[config.mk]
export PLATFORM = sky130hd
export DESIGN_NAME = packed_macc_pe_flat
export DESIGN_NICKNAME = d
export VERILOG_FILES = /design/src/rtl/packed_macc_pe_if.sv /design/src/rtl/packed_macc_pe.sv /design/src/flat_wrapper.sv
export SDC_FILE = /design/constraint.sdc
export NUM_CORES = 1
export LEC_CHECK = 0
export ABC_AREA = 1
export CAP_MARGIN = 20
export CORE_AREA = 2 2 174 261
export DETAILED_ROUTE_END_ITERATION = 16
export DIE_AREA = 0 0 176 263
export GPL_TIMING_DRIVEN = 0
export SYNTH_ARGS = -nofsm -noshare
export SYNTH_HDL_FRONTEND = slang
export SYNTH_SLANG_ARGS = --single-unit
[constraint.sdc]
create_clock -name clk -period 5.63 [get_ports clk]
set_input_delay 1.126 -clock clk [delete_from_list [all_inputs] [get_ports clk]]
set_output_delay 1.126 -clock clk [all_outputs]
set_load 0.02 [all_outputs]
[src/rtl/packed_macc_pe_if.sv]
// Systolic PE bus: activation/weight streams, framing, psum chain and status.
// The slave side is the PE; the master side is whatever feeds and observes it.
interface packed_macc_pe_if #(
  parameter int DATA_W = 8,
  parameter int LANES  = 2,
  parameter int ACC_W  = 24
) ();
  logic [DATA_W-1:0]       left_in;
  logic                    left_vld;
  logic                    acc_first;
  logic                    acc_last;
  logic [LANES*DATA_W-1:0] top_in;
  logic [DATA_W-1:0]       right_out;
  logic                    right_vld;
  logic                    right_first;
  logic                    right_last;
  logic [LANES*DATA_W-1:0] bottom_out;
  logic                    psum_sel;
  logic [LANES*ACC_W-1:0]  psum_in;
  logic                    psum_in_vld;
  logic [LANES*ACC_W-1:0]  psum_out;
  logic                    psum_out_vld;
  logic                    clr_status;
  logic                    sat_flag;
  logic                    ovr_flag;

  modport slave (
    input  left_in, left_vld, acc_first, acc_last, top_in,
    input  psum_sel, psum_in, psum_in_vld, clr_status,
    output right_out, right_vld, right_first, right_last, bottom_out,
    output psum_out, psum_out_vld, sat_flag, ovr_flag
  );

  modport master (
    output left_in, left_vld, acc_first, acc_last, top_in,
    output psum_sel, psum_in, psum_in_vld, clr_status,
    input  right_out, right_vld, right_first, right_last, bottom_out,
    input  psum_out, psum_out_vld, sat_flag, ovr_flag
  );
endinterface

[src/rtl/packed_macc_pe.sv]
// Output-stationary systolic PE with LANES packed weight lanes sharing one
// activation. Three-stage MAC (operand reg, product reg, saturating
// accumulate), one-entry result buffer, and a registered vertical psum chain.
//
// Result buffer FSM:
//   state     | meaning
//   BUF_EMPTY | no undrained result held
//   BUF_FULL  | result_buf holds a result not yet emitted on psum_out
module packed_macc_pe #(
  parameter int DATA_W = 8,
  parameter int LANES  = 2,
  parameter int ACC_W  = 24
) (
  input logic             clk,
  input logic             rst_n,
  packed_macc_pe_if.slave bus
);
  localparam int PROD_W = 2 * DATA_W;
  localparam logic [ACC_W-1:0] ACC_MAX = '1;

  typedef enum logic {
    BUF_EMPTY = 1'b0,
    BUF_FULL  = 1'b1
  } buf_state_t;

  buf_state_t state, state_nxt;

  logic [DATA_W-1:0]            s1_a;
  logic [LANES*DATA_W-1:0]      s1_w;
  logic                         s1_vld, s1_first, s1_last;
  logic [LANES-1:0][PROD_W-1:0] s2_p;
  logic                         s2_vld, s2_first, s2_last;
  logic [LANES-1:0][ACC_W-1:0]  acc, acc_nxt, result_buf;
  logic [LANES-1:0][ACC_W:0]    sum_ext;
  logic [LANES-1:0]             lane_sat;
  logic                         last_evt, sat_set, ovr_set;

  // Neighbour forwarding: fixed 1-cycle hop, regardless of valid.
  always_ff @(posedge clk) begin
    if (!rst_n) begin
      bus.right_out   <= '0;
      bus.right_vld   <= 1'b0;
      bus.right_first <= 1'b0;
      bus.right_last  <= 1'b0;
      bus.bottom_out  <= '0;
    end else begin
      bus.right_out   <= bus.left_in;
      bus.right_vld   <= bus.left_vld;
      bus.right_first <= bus.acc_first;
      bus.right_last  <= bus.acc_last;
      bus.bottom_out  <= bus.top_in;
    end
  end

  // S1 operand capture and S2 per-lane product; only the valid bit gates work.
  always_ff @(posedge clk) begin
    if (!rst_n) begin
      s1_a     <= '0;
      s1_w     <= '0;
      s1_vld   <= 1'b0;
      s1_first <= 1'b0;
      s1_last  <= 1'b0;
      s2_p     <= '0;
      s2_vld   <= 1'b0;
      s2_first <= 1'b0;
      s2_last  <= 1'b0;
    end else begin
      s1_a     <= bus.left_in;
      s1_w     <= bus.top_in;
      s1_vld   <= bus.left_vld;
      s1_first <= bus.acc_first;
      s1_last  <= bus.acc_last;
      for (int l = 0; l < LANES; l++) begin
        s2_p[l] <= PROD_W'(s1_a) * PROD_W'(s1_w[l*DATA_W +: DATA_W]);
      end
      s2_vld   <= s1_vld;
      s2_first <= s1_first;
      s2_last  <= s1_last;
    end
  end

  // S3 next accumulator: one extra bit catches overflow, then clamp to max.
  always_comb begin
    sum_ext  = '0;
    acc_nxt  = acc;
    lane_sat = '0;
    for (int l = 0; l < LANES; l++) begin
      sum_ext[l]  = (s2_first ? {(ACC_W+1){1'b0}} : {1'b0, acc[l]})
                    + (ACC_W+1)'(s2_p[l]);
      lane_sat[l] = sum_ext[l][ACC_W];
      acc_nxt[l]  = lane_sat[l] ? ACC_MAX : sum_ext[l][ACC_W-1:0];
    end
    sat_set  = s2_vld & (|lane_sat);
    last_evt = s2_vld & s2_last;
  end

  // S3 accumulator register and result buffer load on a last beat.
  always_ff @(posedge clk) begin
    if (!rst_n) begin
      acc        <= '0;
      result_buf <= '0;
    end else begin
      if (s2_vld) acc <= acc_nxt;
      if (last_evt) result_buf <= acc_nxt;
    end
  end

  // Buffer FSM state register.
  always_ff @(posedge clk) begin
    if (!rst_n) state <= BUF_EMPTY;
    else        state <= state_nxt;
  end

  // Buffer FSM next state; a drain coinciding with a new result keeps FULL.
  always_comb begin
    state_nxt = state;
    ovr_set   = 1'b0;
    case (state)
      BUF_EMPTY: begin
        if (last_evt) state_nxt = BUF_FULL;
      end
      BUF_FULL: begin
        if (last_evt && !bus.psum_sel)      ovr_set   = 1'b1;
        else if (!last_evt && bus.psum_sel) state_nxt = BUF_EMPTY;
      end
      default: state_nxt = BUF_EMPTY;
    endcase
  end

  // Psum chain: emit own buffer or pass the PE above through; data holds when invalid.
  always_ff @(posedge clk) begin
    if (!rst_n) begin
      bus.psum_out     <= '0;
      bus.psum_out_vld <= 1'b0;
    end else if (bus.psum_sel) begin
      bus.psum_out_vld <= (state == BUF_FULL);
      if (state == BUF_FULL) bus.psum_out <= result_buf;
    end else begin
      bus.psum_out_vld <= bus.psum_in_vld;
      if (bus.psum_in_vld) bus.psum_out <= bus.psum_in;
    end
  end

  // Sticky status; a set in the same cycle as clr_status wins.
  always_ff @(posedge clk) begin
    if (!rst_n) begin
      bus.sat_flag <= 1'b0;
      bus.ovr_flag <= 1'b0;
    end else begin
      bus.sat_flag <= sat_set | (bus.sat_flag & ~bus.clr_status);
      bus.ovr_flag <= ovr_set | (bus.ovr_flag & ~bus.clr_status);
    end
  end
endmodule

[src/flat_wrapper.sv]
// flat-port wrapper written by rule: the top's interface ports become plain ports
module packed_macc_pe_flat 
#(
  parameter int DATA_W = 8,
  parameter int LANES  = 2,
  parameter int ACC_W  = 24
)
  (clk, rst_n, bus_left_in, bus_left_vld, bus_acc_first, bus_acc_last, bus_top_in, bus_psum_sel, bus_psum_in, bus_psum_in_vld, bus_clr_status, bus_right_out, bus_right_vld, bus_right_first, bus_right_last, bus_bottom_out, bus_psum_out, bus_psum_out_vld, bus_sat_flag, bus_ovr_flag);
  packed_macc_pe_if #(.DATA_W(DATA_W), .LANES(LANES), .ACC_W(ACC_W)) bus_i ();
  input logic clk;
  input logic rst_n;
  input wire logic [$bits(bus_i.left_in)-1:0] bus_left_in;
  input wire logic [$bits(bus_i.left_vld)-1:0] bus_left_vld;
  input wire logic [$bits(bus_i.acc_first)-1:0] bus_acc_first;
  input wire logic [$bits(bus_i.acc_last)-1:0] bus_acc_last;
  input wire logic [$bits(bus_i.top_in)-1:0] bus_top_in;
  input wire logic [$bits(bus_i.psum_sel)-1:0] bus_psum_sel;
  input wire logic [$bits(bus_i.psum_in)-1:0] bus_psum_in;
  input wire logic [$bits(bus_i.psum_in_vld)-1:0] bus_psum_in_vld;
  input wire logic [$bits(bus_i.clr_status)-1:0] bus_clr_status;
  output wire logic [$bits(bus_i.right_out)-1:0] bus_right_out;
  output wire logic [$bits(bus_i.right_vld)-1:0] bus_right_vld;
  output wire logic [$bits(bus_i.right_first)-1:0] bus_right_first;
  output wire logic [$bits(bus_i.right_last)-1:0] bus_right_last;
  output wire logic [$bits(bus_i.bottom_out)-1:0] bus_bottom_out;
  output wire logic [$bits(bus_i.psum_out)-1:0] bus_psum_out;
  output wire logic [$bits(bus_i.psum_out_vld)-1:0] bus_psum_out_vld;
  output wire logic [$bits(bus_i.sat_flag)-1:0] bus_sat_flag;
  output wire logic [$bits(bus_i.ovr_flag)-1:0] bus_ovr_flag;
  assign bus_i.left_in = bus_left_in;
  assign bus_i.left_vld = bus_left_vld;
  assign bus_i.acc_first = bus_acc_first;
  assign bus_i.acc_last = bus_acc_last;
  assign bus_i.top_in = bus_top_in;
  assign bus_i.psum_sel = bus_psum_sel;
  assign bus_i.psum_in = bus_psum_in;
  assign bus_i.psum_in_vld = bus_psum_in_vld;
  assign bus_i.clr_status = bus_clr_status;
  assign bus_right_out = bus_i.right_out;
  assign bus_right_vld = bus_i.right_vld;
  assign bus_right_first = bus_i.right_first;
  assign bus_right_last = bus_i.right_last;
  assign bus_bottom_out = bus_i.bottom_out;
  assign bus_psum_out = bus_i.psum_out;
  assign bus_psum_out_vld = bus_i.psum_out_vld;
  assign bus_sat_flag = bus_i.sat_flag;
  assign bus_ovr_flag = bus_i.ovr_flag;
  packed_macc_pe #(.DATA_W(DATA_W), .LANES(LANES), .ACC_W(ACC_W)) u_core (.clk(clk), .rst_n(rst_n), .bus(bus_i));
endmodule
==> Word-level counts from Yosys, hierarchy flattened <==
Cells that the tools add are included.
{ "totals": {"word_cells": 53, "reg_bits": 210, "in_bits": 80, "output_inout_bits": 78} }
{ "classes": {"n_bitwise": 8, "n_mux": 14, "n_eq_ne": 1, "reduce_logical": 7, "multipliers": 2, "addsub": 2} }
{ "ops": {"columns": ["op", "n"], "rows": [
  ["48-bit 2-to-1 mux", 3],
  ["24-bit 2-to-1 mux", 4],
  ["25-bit by 16-bit adder with 25-bit output", 2],
  ["8-bit by 8-bit multiplier with 16-bit output", 2],
  ["1-bit 2-to-1 mux", 6],
  ["1-bit bitwise AND", 4],
  ["1-bit logical AND", 2],
  ["1-bit logical NOT", 2],
  ["2-bit by 1-bit != test with 1-bit output, second input constant", 1],
  ["1-bit NOT", 2],
  ["1-bit OR", 2],
  ["1-bit case mux with 2 select lines", 1],
  ["2-bit AND reduction", 1],
  ["2-bit nonzero test", 1],
  ["2-bit OR reduction", 1]
]} }

==> Logic depth before layout (Yosys ltp) <==
Gate-level depths: netlist of run 1.
{ "depth": {"ltp_word": 6, "mapped_depth": 20, "ltp_nobuf": 18} }

==> Worst setup path after synthesis of run 1 <==
Ideal clock, no wire load.
{ "synth_path": {"path_kind": "flip-flop to flip-flop", "start": "reg u_core.bus.right_out[5] (netlist name)", "end": "reg u_core.s2_p[30] in the netlist's numbering", "setup_slack_ns": 1.290, "path_stages_with_launch": 18, "path_buffers": 2, "t_required_ns": 5.508, "setup_ns": 0.122, "arrival_ns": 4.218, "synth_period_minus_slack_ns": 4.340, "path_cell_list": "dfxtp_1 > clkbuf_1 > clkbuf_1 > nand2_1 > fa_1 > fa_1 > inv_1 > fa_1 > inv_1 > fa_1 > inv_1 > ha_1 > a21oi_1 > o21ai_0 > a21oi_1 > o21ai_0 > o21ai_0 > a21oi_1"} }
{ "synth_lines": {"columns": ["item", "line_no", "source"], "rows": [
  ["to (signal, indexed assignment)", "packed_macc_pe.sv:74", "s2_p[l] <= PROD_W'(s1_a) * PROD_W'(s1_w[l*DATA_W +: DATA_W]);"],
  ["to (decl)", "packed_macc_pe.sv:31", "logic [LANES-1:0][PROD_W-1:0] s2_p;"]
]} }

==> results of run 1 <==
-- critical path, delay by kind of cell (launching register included) --
family / cells / cell delay [ns]
fa+ha+maj: 5 / 2.44
buf+inv: 5 / 1.09
compound gates: 6 / 0.88
flops: 1 / 0.34
simple gates: 1 / 0.18
-- state kept, by name (all words and copies together), names as in the netlist, 8 cells and up --
register / flops
u_core.acc: 48
u_core.bus.bottom_out: 16
u_core.bus.psum_out: 48
u_core.bus.right_out: 8
u_core.result_buf: 48
u_core.s2_p: 32
-- kinds of logic (layout without fill, tap and decap cells) --
logic type	count (synthesis)	count (layout)	share of synthesized area, %
adders and majority gates	178	178	18.8
AOI/OAI and AO/OA	332	332	11.9
DFF	210	210	28.4
xor gates and xnor gates	23	23	1.36
and+or+nand+nor	921	921	25.3
buffers and inverters	546	742	14.2
-- Yosys cell counts, drive strengths merged --
cell type / n
o21bai: 4
xor2: 15
ha: 104
fa: 74
a31oi: 52
nand2: 574
a21o: 1
clkinv: 3
a211oi: 2
inv: 439
nand3b: 5
buf: 14
nand3: 81
clkbuf: 90
nand4: 24
or2: 3
nor2: 219
o22ai: 2
a21boi: 3
xnor2: 8
nor4: 2
dfxtp: 210
a21oi: 109
o21ai: 159
nor3: 13
-- power breakdown --
group	internal, mW	switching, mW
registers	1.56	0.0395
logic	0.299	0.481
clock network	0.912	0.645
total	2.77	1.17
-- routing by layer --
metal,up-vias,wire (um)
met5,-,0
met4,0,2710
met3,106,2410
met2,401,23100
met1,6393,17600
li1,7157,-
-- worst max path at each step --
| stage | from | to | slack, ns |
|---|---|---|---|
| after floorplan | u_core.bus.right_out[5] | u_core.s2_p[30] | 1.29 |
| after global placement | u_core.bus.right_out[4] | u_core.s2_p[28] | 0.72 |
| after detailed placement | u_core.bus.right_out[4] | u_core.s2_p[30] | 0.61 |
| after CTS | u_core.bus.right_out[4] | u_core.s2_p[30] | 0.60 |
| after global routing | u_core.bus.right_out[4] | u_core.s2_p[14] | 0.31 |
| final | u_core.bus.right_out[5] | u_core.s2_p[30] | 0.57 |
-- cell type report --
type	count	area share, %
Buffer	104	2.41
Clock buffer	31	3.67
Clock inverter	8	0.617
Inverter	442	9.32
Multi-Input combinational cell	1454	47.6
Sequential cell	210	23.6
Tap cell	576	4.04
Timing Repair Buffer	157	8.81
-- metrics by stage --
step / utilization [%] / cell area [um2]
2_1_floorplan: - / 14800
3_3_place_gp: 38.9 / 17100
3_5_place_dp: 38.9 / 17100
4_1_cts: 40.7 / 17800
5_1_grt: 40.7 / 17800
6_report: 40.7 / 17800
==> reports/summary.md, run 1 <==
Counting stages on the worst path, the most repeated cell is sky130_fd_sc_hd__fa_1. On the final layout, the worst hold slack is 0.473 ns. After global routing, the most crowded layer is met2. Synthesis produced a netlist whose cell count is 2210. The library cell with the largest summed area after synthesis is sky130_fd_sc_hd__dfxtp_1.

After detailed routing, the total wire length is 45900 um. Counting the fill cells in the layout gives 4669. Prior to clock tree synthesis, the placed netlist has a worst setup slack of 0.612 ns.

In the final design database the tool counted 2650 nets. TritonCTS created 23 clock buffers. The post-synthesis average cell area works out to 6.69 um2. The worst register-to-register path begins at u_core.bus.right_out[5].

The tightest slew margin relative to the limit was 44.3%; the data required time of the worst path was 6.04 ns. The initial antenna violation count is 0. At the pin with the least slew margin, the transition time is 0.836 ns. Counting distinct cell types in the post-synthesis netlist gives 37. Number of H-tree levels: 1.

Across all register-to-register paths, the minimum setup slack is 0.57 ns. Summing the sequential cell areas from Yosys gives 28.4% of the chip area. Warning count from the yosys run: 0. The run gives 94 as the row count.

The count of nets left with antenna violations once routing finished came out at 0. Setup violations remaining at the end of the flow were counted as 0. The post-route minimum period is 5.06 ns, and the fmax is 198 MHz.

Clock skew on the completed layout was measured at 0.0142 ns. For met2 alone, demand over resource in global routing was 36.7%. The post-route netlist has 3.08% of its cells at a drive strength greater than 1. Yosys attributes the largest share of cell area to sky130_fd_sc_hd__dfxtp_1, sky130_fd_sc_hd__nand2_1, sky130_fd_sc_hd__inv_1.

The tool flagged a number of max-cap violations equal to 0. The critical path goes through clkbuf_1 > clkbuf_1 > nand2_1 > fa_1 > fa_1 > inv_1 > fa_1 > inv_1 > fa_1 > inv_1 > ha_1 > a21oi_1 > o21ai_0 > a21oi_1 > o21ai_0 > o21ai_0 > a21oi_1. The critical path capture point type is a flip-flop. The number of DRC violations after detailed-routing iteration 0 was 808; the highest fanout seen on the critical path was 10. Hold repair after CTS inserted 0 buffers. Global routing used 19.8% of the available tracks across all layers. Setup slack on the critical path of the routed design comes to 0.570 ns.

The maximum clock path buffer count was 3. Largest stage delay on the critical path: 0.59 ns. The area of the placeable core is 0.0439 mm2. The initial standard-cell utilization of the core was 33.7%. The root buffer cell chosen for the clock tree is sky130_fd_sc_hd__clkbuf_16. The number of stages on the worst hold path is 2, and the multi-input combinational cell area is 0.00849 mm2. The relative area change from synthesis to final layout was 20.7%.

Among all stages on the critical path, the largest delay is contributed by sky130_fd_sc_hd__clkbuf_1. Gates resized during post-CTS repair numbered 0. Entering global routing, the biggest net connects 15 pins. The startpoint of the worst hold path was u_core.result_buf[5]. The combined flip-flop and latch cell area is 0.00420 mm2, and the final weighted congestion in routability-driven placement is 0.922.

The count of TritonRoute iterations in the first routing pass is 5. Clock tree synthesis found a total of 210 sinks. The number of global-route vias before repair came out at 14.4k. TritonCTS built the clock tree.

The number of placed instances, taps included was 2943. Setup repair after global routing left no endpoint under its margin. Dividing total power by cell area gives a power density of 221 mW/mm2.

The final standard cell count with taps included and fillers excluded is 2982. Synthesis produced a netlist with a net count of 2468. The run gives 5.47 ns as the arrival time of the worst setup path. Dividing the final minimum period by the clock period gives 89.9%. The depth of the worst register-to-register path came out at 17. For the count of pins over their slew limit, the log shows 0. The path class of the tightest hold or removal check is reg2reg. IR analysis of the VDD net gives a maximum drop of 0.171 mV. The most common library cell in the layout ignoring fill and taps is sky130_fd_sc_hd__nand2_1. After detailed routing, the number of remaining DRC violations is 0.

Pin placement for this block handled 158 I/O pins. The number of input and output port buffers inserted was 157; the total die area was 0.0463 mm2. Using the TritonRoute via totals, the vias-per-cell ratio works out to 4.71.

The tools report the power consumption as 3.94 mW. The leakage power figure was 9.53 nW. Post-CTS timing repair inserted 0 buffers for setup. From bottom edge to top edge, the die measures 263 um. For the worst-skew pair later-pin latency, the log shows 0.52 ns. The post-synthesis instance area was 0.0148 mm2.

The die is 176 um wide. After legalization and detailed placement, the total HPWL measured 37400 um. The worst register-to-register path ends at u_core.s2_p[30]. Clock-pin slew on the worst setup and hold paths: 0.06 ns. Global routing consumed, on the met3 layer, 2.59% of the routing resources. The logs give 0 for the hold violation count in the final report and 0 for the number of inserted diodes. Global routing consumed, on the met1 layer, 21.5% of the routing resources. The worst setup path is launched from a flip-flop. The flow ran to the end, and the final reports show no timing, DRC or antenna violations. The top cell types in the final layout, fill and taps aside, are sky130_fd_sc_hd__nand2_1, sky130_fd_sc_hd__inv_1, sky130_fd_sc_hd__nor2_1, sky130_fd_sc_hd__dfxtp_1, sky130_fd_sc_hd__clkdlybuf4s50_1.

The path with the worst hold slack has its endpoint at u_core.bus.psum_out[5]. The proportion of netlist area held by the largest area contributor was 28.4%. Summed over all failing endpoints, the final setup total negative slack is 0 ns.

The setup path with the least slack is of type reg2reg. In the final routed layout, each cell accounts on average for 15.4 um. The register bit total from synthesis came out at 210. Global routing finished with a remaining overflow of 0. The first global-routing pass estimated 73600 um of wire.

The tools report the total vias in the final route as 14.1k.
Note: power is estimated with default switching activity, not from simulation.
==> run 2, diff against run 1 <==
- ABC_CLOCK_PERIOD_IN_PS: not set -> 5630
- CORE_AREA: 2 2 174 261 -> 2 2 253 180
- CTS_CLUSTER_DIAMETER: not set -> 120
- DIE_AREA: 0 0 176 263 -> 0 0 255 182
==> run 2 against run 1 <==
  * Global-route usage fell by 0.14 points
  * Count of clock-buffer cells in the layout fell by 1
  * Flip-flop and latch count did not move
  * Sequential power barely moved
  * Non-clock buffer count did not move
  * Sequential share of layout area fell by 0.17 points
  * Register-to-register slack got worse by 0.05 ns
  * Power rose by 4.0%
  * First-iteration DRC count rose by 39%
  * Cell area rose by 0.74%
  * Die area rose by 0.26%
  * Clock skew rose by 0.0062 ns
  * Critical endpoint unchanged
  * Largest power group is now the clock network
==> reports/summary.md, run 2 (synthesis results as in run 1) <==
The flow ran to the end, and the final reports show no timing, DRC or antenna violations. The wire length of the first global-routing pass came out at 72900 um. Across the VDD grid, the largest voltage drop is 0.186 mV. In the detailed route, the total length drawn on met2 is 19600 um.

The class of the worst hold path is reg2reg. The arrival time of the worst setup path was 5.54 ns. The final layout contains 2652 nets.

Setup repair after global routing left no endpoint under its margin. The worst register-to-register path has a depth of 17. The pre-antenna-repair detailed-routing pass consisted of 7 iterations.

The worst register-to-register path begins at u_core.bus.right_out[5]. The root buffer selected by CTS is sky130_fd_sc_hd__clkbuf_16. The detailed router used layers up to and including met4. After floorplanning, the core was divided into 65 placement rows.

The clock drives 210 sinks. Wire segments on met3 add up to 2800 um in the final route. Library cell contributing the largest single delay on the critical path: sky130_fd_sc_hd__clkbuf_1.

The run gives 0.518 ns as the worst setup slack after layout. Counting instances, the worst hold path has a depth of 2. The slew at the pin with the worst max-slew slack is 0.780 ns. The later pin in the worst-skew pair is clocked with a latency of 0.55 ns. The logs give 0.0443 mm2 for the area of the placeable core and 0.601 ns for the post-place setup slack. The initial antenna violation count was 0; the multi-input combinational cell area was 0.00849 mm2. The smallest clock period supported by the final layout is computed as 5.11 ns. Of all nets on the critical path, the largest fanout is 10. After detailed placement, the total cell area comes to 0.0171 mm2. For the final database, setup skew stands at 0.0204 ns. Headroom to the max-slew limit came out at 48.0%.

The nature of the critical path startpoint is a flip-flop. The tools report the endpoint of the worst register-to-register path as u_core.s2_p[30]. The half-perimeter wire length of the detailed placement result is 36600 um. The routed metal-1 wire length was 21900 um. Global routing finished with a remaining overflow of 0.

For this design, the CTS-stage hold fixing added 0 buffers. Registers take 0.00420 mm2. The tools report the sum of negative setup slack as 0 ns.

The signal on the critical path passes through clkbuf_1 > clkbuf_1 > nand2_1 > fa_1 > fa_1 > inv_1 > fa_1 > inv_1 > fa_1 > inv_1 > ha_1 > a21oi_1 > o21ai_0 > a21oi_1 > o21ai_0 > o21ai_0 > a21oi_1. The DRC violation count after routing is 0. The routed layout has 14.4k vias. The largest registers in the layout are u_core.acc x48, u_core.bus.psum_out x48, u_core.result_buf x48. The most common library cell in the layout ignoring fill and taps was sky130_fd_sc_hd__nand2_1. The most numerous cell type found on the critical path is sky130_fd_sc_hd__fa_1. Family of cells with the greatest summed delay on the critical path: adder cells. The number of clock buffers added by TritonCTS is 25.

After detailed routing, the average wire length per cell comes to 14.9 um. The run gives 13.9k as the number of global-route vias before repair. Pin placement for this block handled 158 I/O pins. The post-route fraction of the period consumed by the critical path works out to 90.8%. For the maximum clock path buffer count, the log shows 3. The library cells used most frequently in the layout, excluding fill and tap cells, are sky130_fd_sc_hd__nand2_1, sky130_fd_sc_hd__inv_1, sky130_fd_sc_hd__nor2_1, sky130_fd_sc_hd__dfxtp_1, sky130_fd_sc_hd__clkdlybuf4s50_1. The tools report the critical path capture point type as a flip-flop.

For this block, the routed nets add up to 45000 um of wire. Post-CTS timing repair inserted 0 buffers for setup. The clock-pin slew on the worst setup and hold paths is 0.07 ns. TritonCTS built the clock tree. Startpoint-to-endpoint class of the critical path: reg2reg. The filler cells instantiated in the layout total 4651.

The via-per-instance ratio is 4.76. The tools report the count of pins over their slew limit as 0. The number of antenna-violating nets in the routed design was 0; the number of inserted diodes was 0. For this run, the total global-route usage over all layers was measured as 19.7%. The initial standard-cell utilization of the core was 33.4%. Startpoint of the worst hold path: u_core.result_buf[43]. For the register-to-register path setup slack, the log shows 0.52 ns. Max-cap violations in this run came to 0.

The final weighted congestion in routability-driven placement is 0.921, and the fraction of layout cells with a size suffix above 1 is 3.40%. The number of input and output port buffers inserted was 157; the power consumption was 4.10 mW. In this run the power density over the cells is 228 mW/mm2. Data on the critical path is required at its endpoint by 6.06 ns.

The die is 182 um tall. The horizontal die dimension was 255 um. The number of H-tree levels came out at 1. The terminating pin of the worst hold path was u_core.bus.psum_out[43]. Setup violations remaining at the end of the flow were counted as 0. The largest single stage delay on the critical path is 0.55 ns. The total die area was 0.0464 mm2.

Static timing analysis puts the maximum clock frequency at 196 MHz. On the final layout, the worst hold slack is 0.478 ns. In this run, post-CTS repair resized a total of 0 instances. For this block, the initial DRC count from the detailed router was 1124. The tools report the post-route standard cell area excluding fillers as 0.0180 mm2. The relative area change from synthesis to final layout came out at 21.6%. The hold violation count in the final report was 0.

Entering global routing, the biggest net connects 15 pins. The leakage power figure is 9.58 nW, and the number of buffer and inverter stages on the critical path is 5.
run 2: cell count changes in the layout (fill, tap and decap cells not counted), sizes merged:
cell,change
inv,+3
clkbuf,-1
bufinv,+1
clkinv,+4
run 2: worst max-delay path by stage:
stage	from	end	slack (ns)	depth (start not counted)
2_1_floorplan	u_core.bus.right_out[5]	u_core.s2_p[30]	1.29	17
3_3_place_gp	u_core.bus.right_out[4]	u_core.s2_p[30]	0.64	17
3_5_place_dp	u_core.bus.right_out[5]	u_core.s2_p[30]	0.60	17
4_1_cts	u_core.bus.right_out[5]	u_core.s2_p[30]	0.57	17
5_1_grt	u_core.bus.right_out[2]	u_core.s2_p[12]	0.14	17
6_report	u_core.bus.right_out[5]	u_core.s2_p[30]	0.52	17
run 2: cell type report:
class / instances / area share (%)
repair buffers: 157 / 8.74
flip-flops and latches: 210 / 23.4
plain buffers: 104 / 2.39
well taps: 603 / 4.20
clock inverters: 16 / 1.06
multi-input cells: 1454 / 47.2
inverters: 442 / 9.26
clock buffers: 30 / 3.75
run 2: per-stage QoR:
stage,utilization (%),std cells
after floorplan,-,2210
after global placement,38.6,2970
after detailed placement,38.6,2970
after CTS,40.6,3016
after global routing,40.6,3016
final,40.6,3016
run 2: worst min-delay path: stages, from the launching register on:
cell	delay [ns]
sky130_fd_sc_hd__dfxtp_1	0.31
sky130_fd_sc_hd__nand2_1	0.06
sky130_fd_sc_hd__a31oi_1	0.07
run 2: layer usage:
metal  GRT usage [%]  up-vias
met4            3.25        0
met2            30.8      381
met1            28.9     6760
li1                -     7172
met3            2.67       41
met5               0        -
run 2: report_power, final:
part	switching, mW	internal (mW)	leakage (nW)	total [mW]
sequential	0.0395	1.56	1.72	1.60
clock	0.710	1.01	0.427	1.72
combinational	0.478	0.300	7.43	0.779
total	1.23	2.87	9.58	4.10
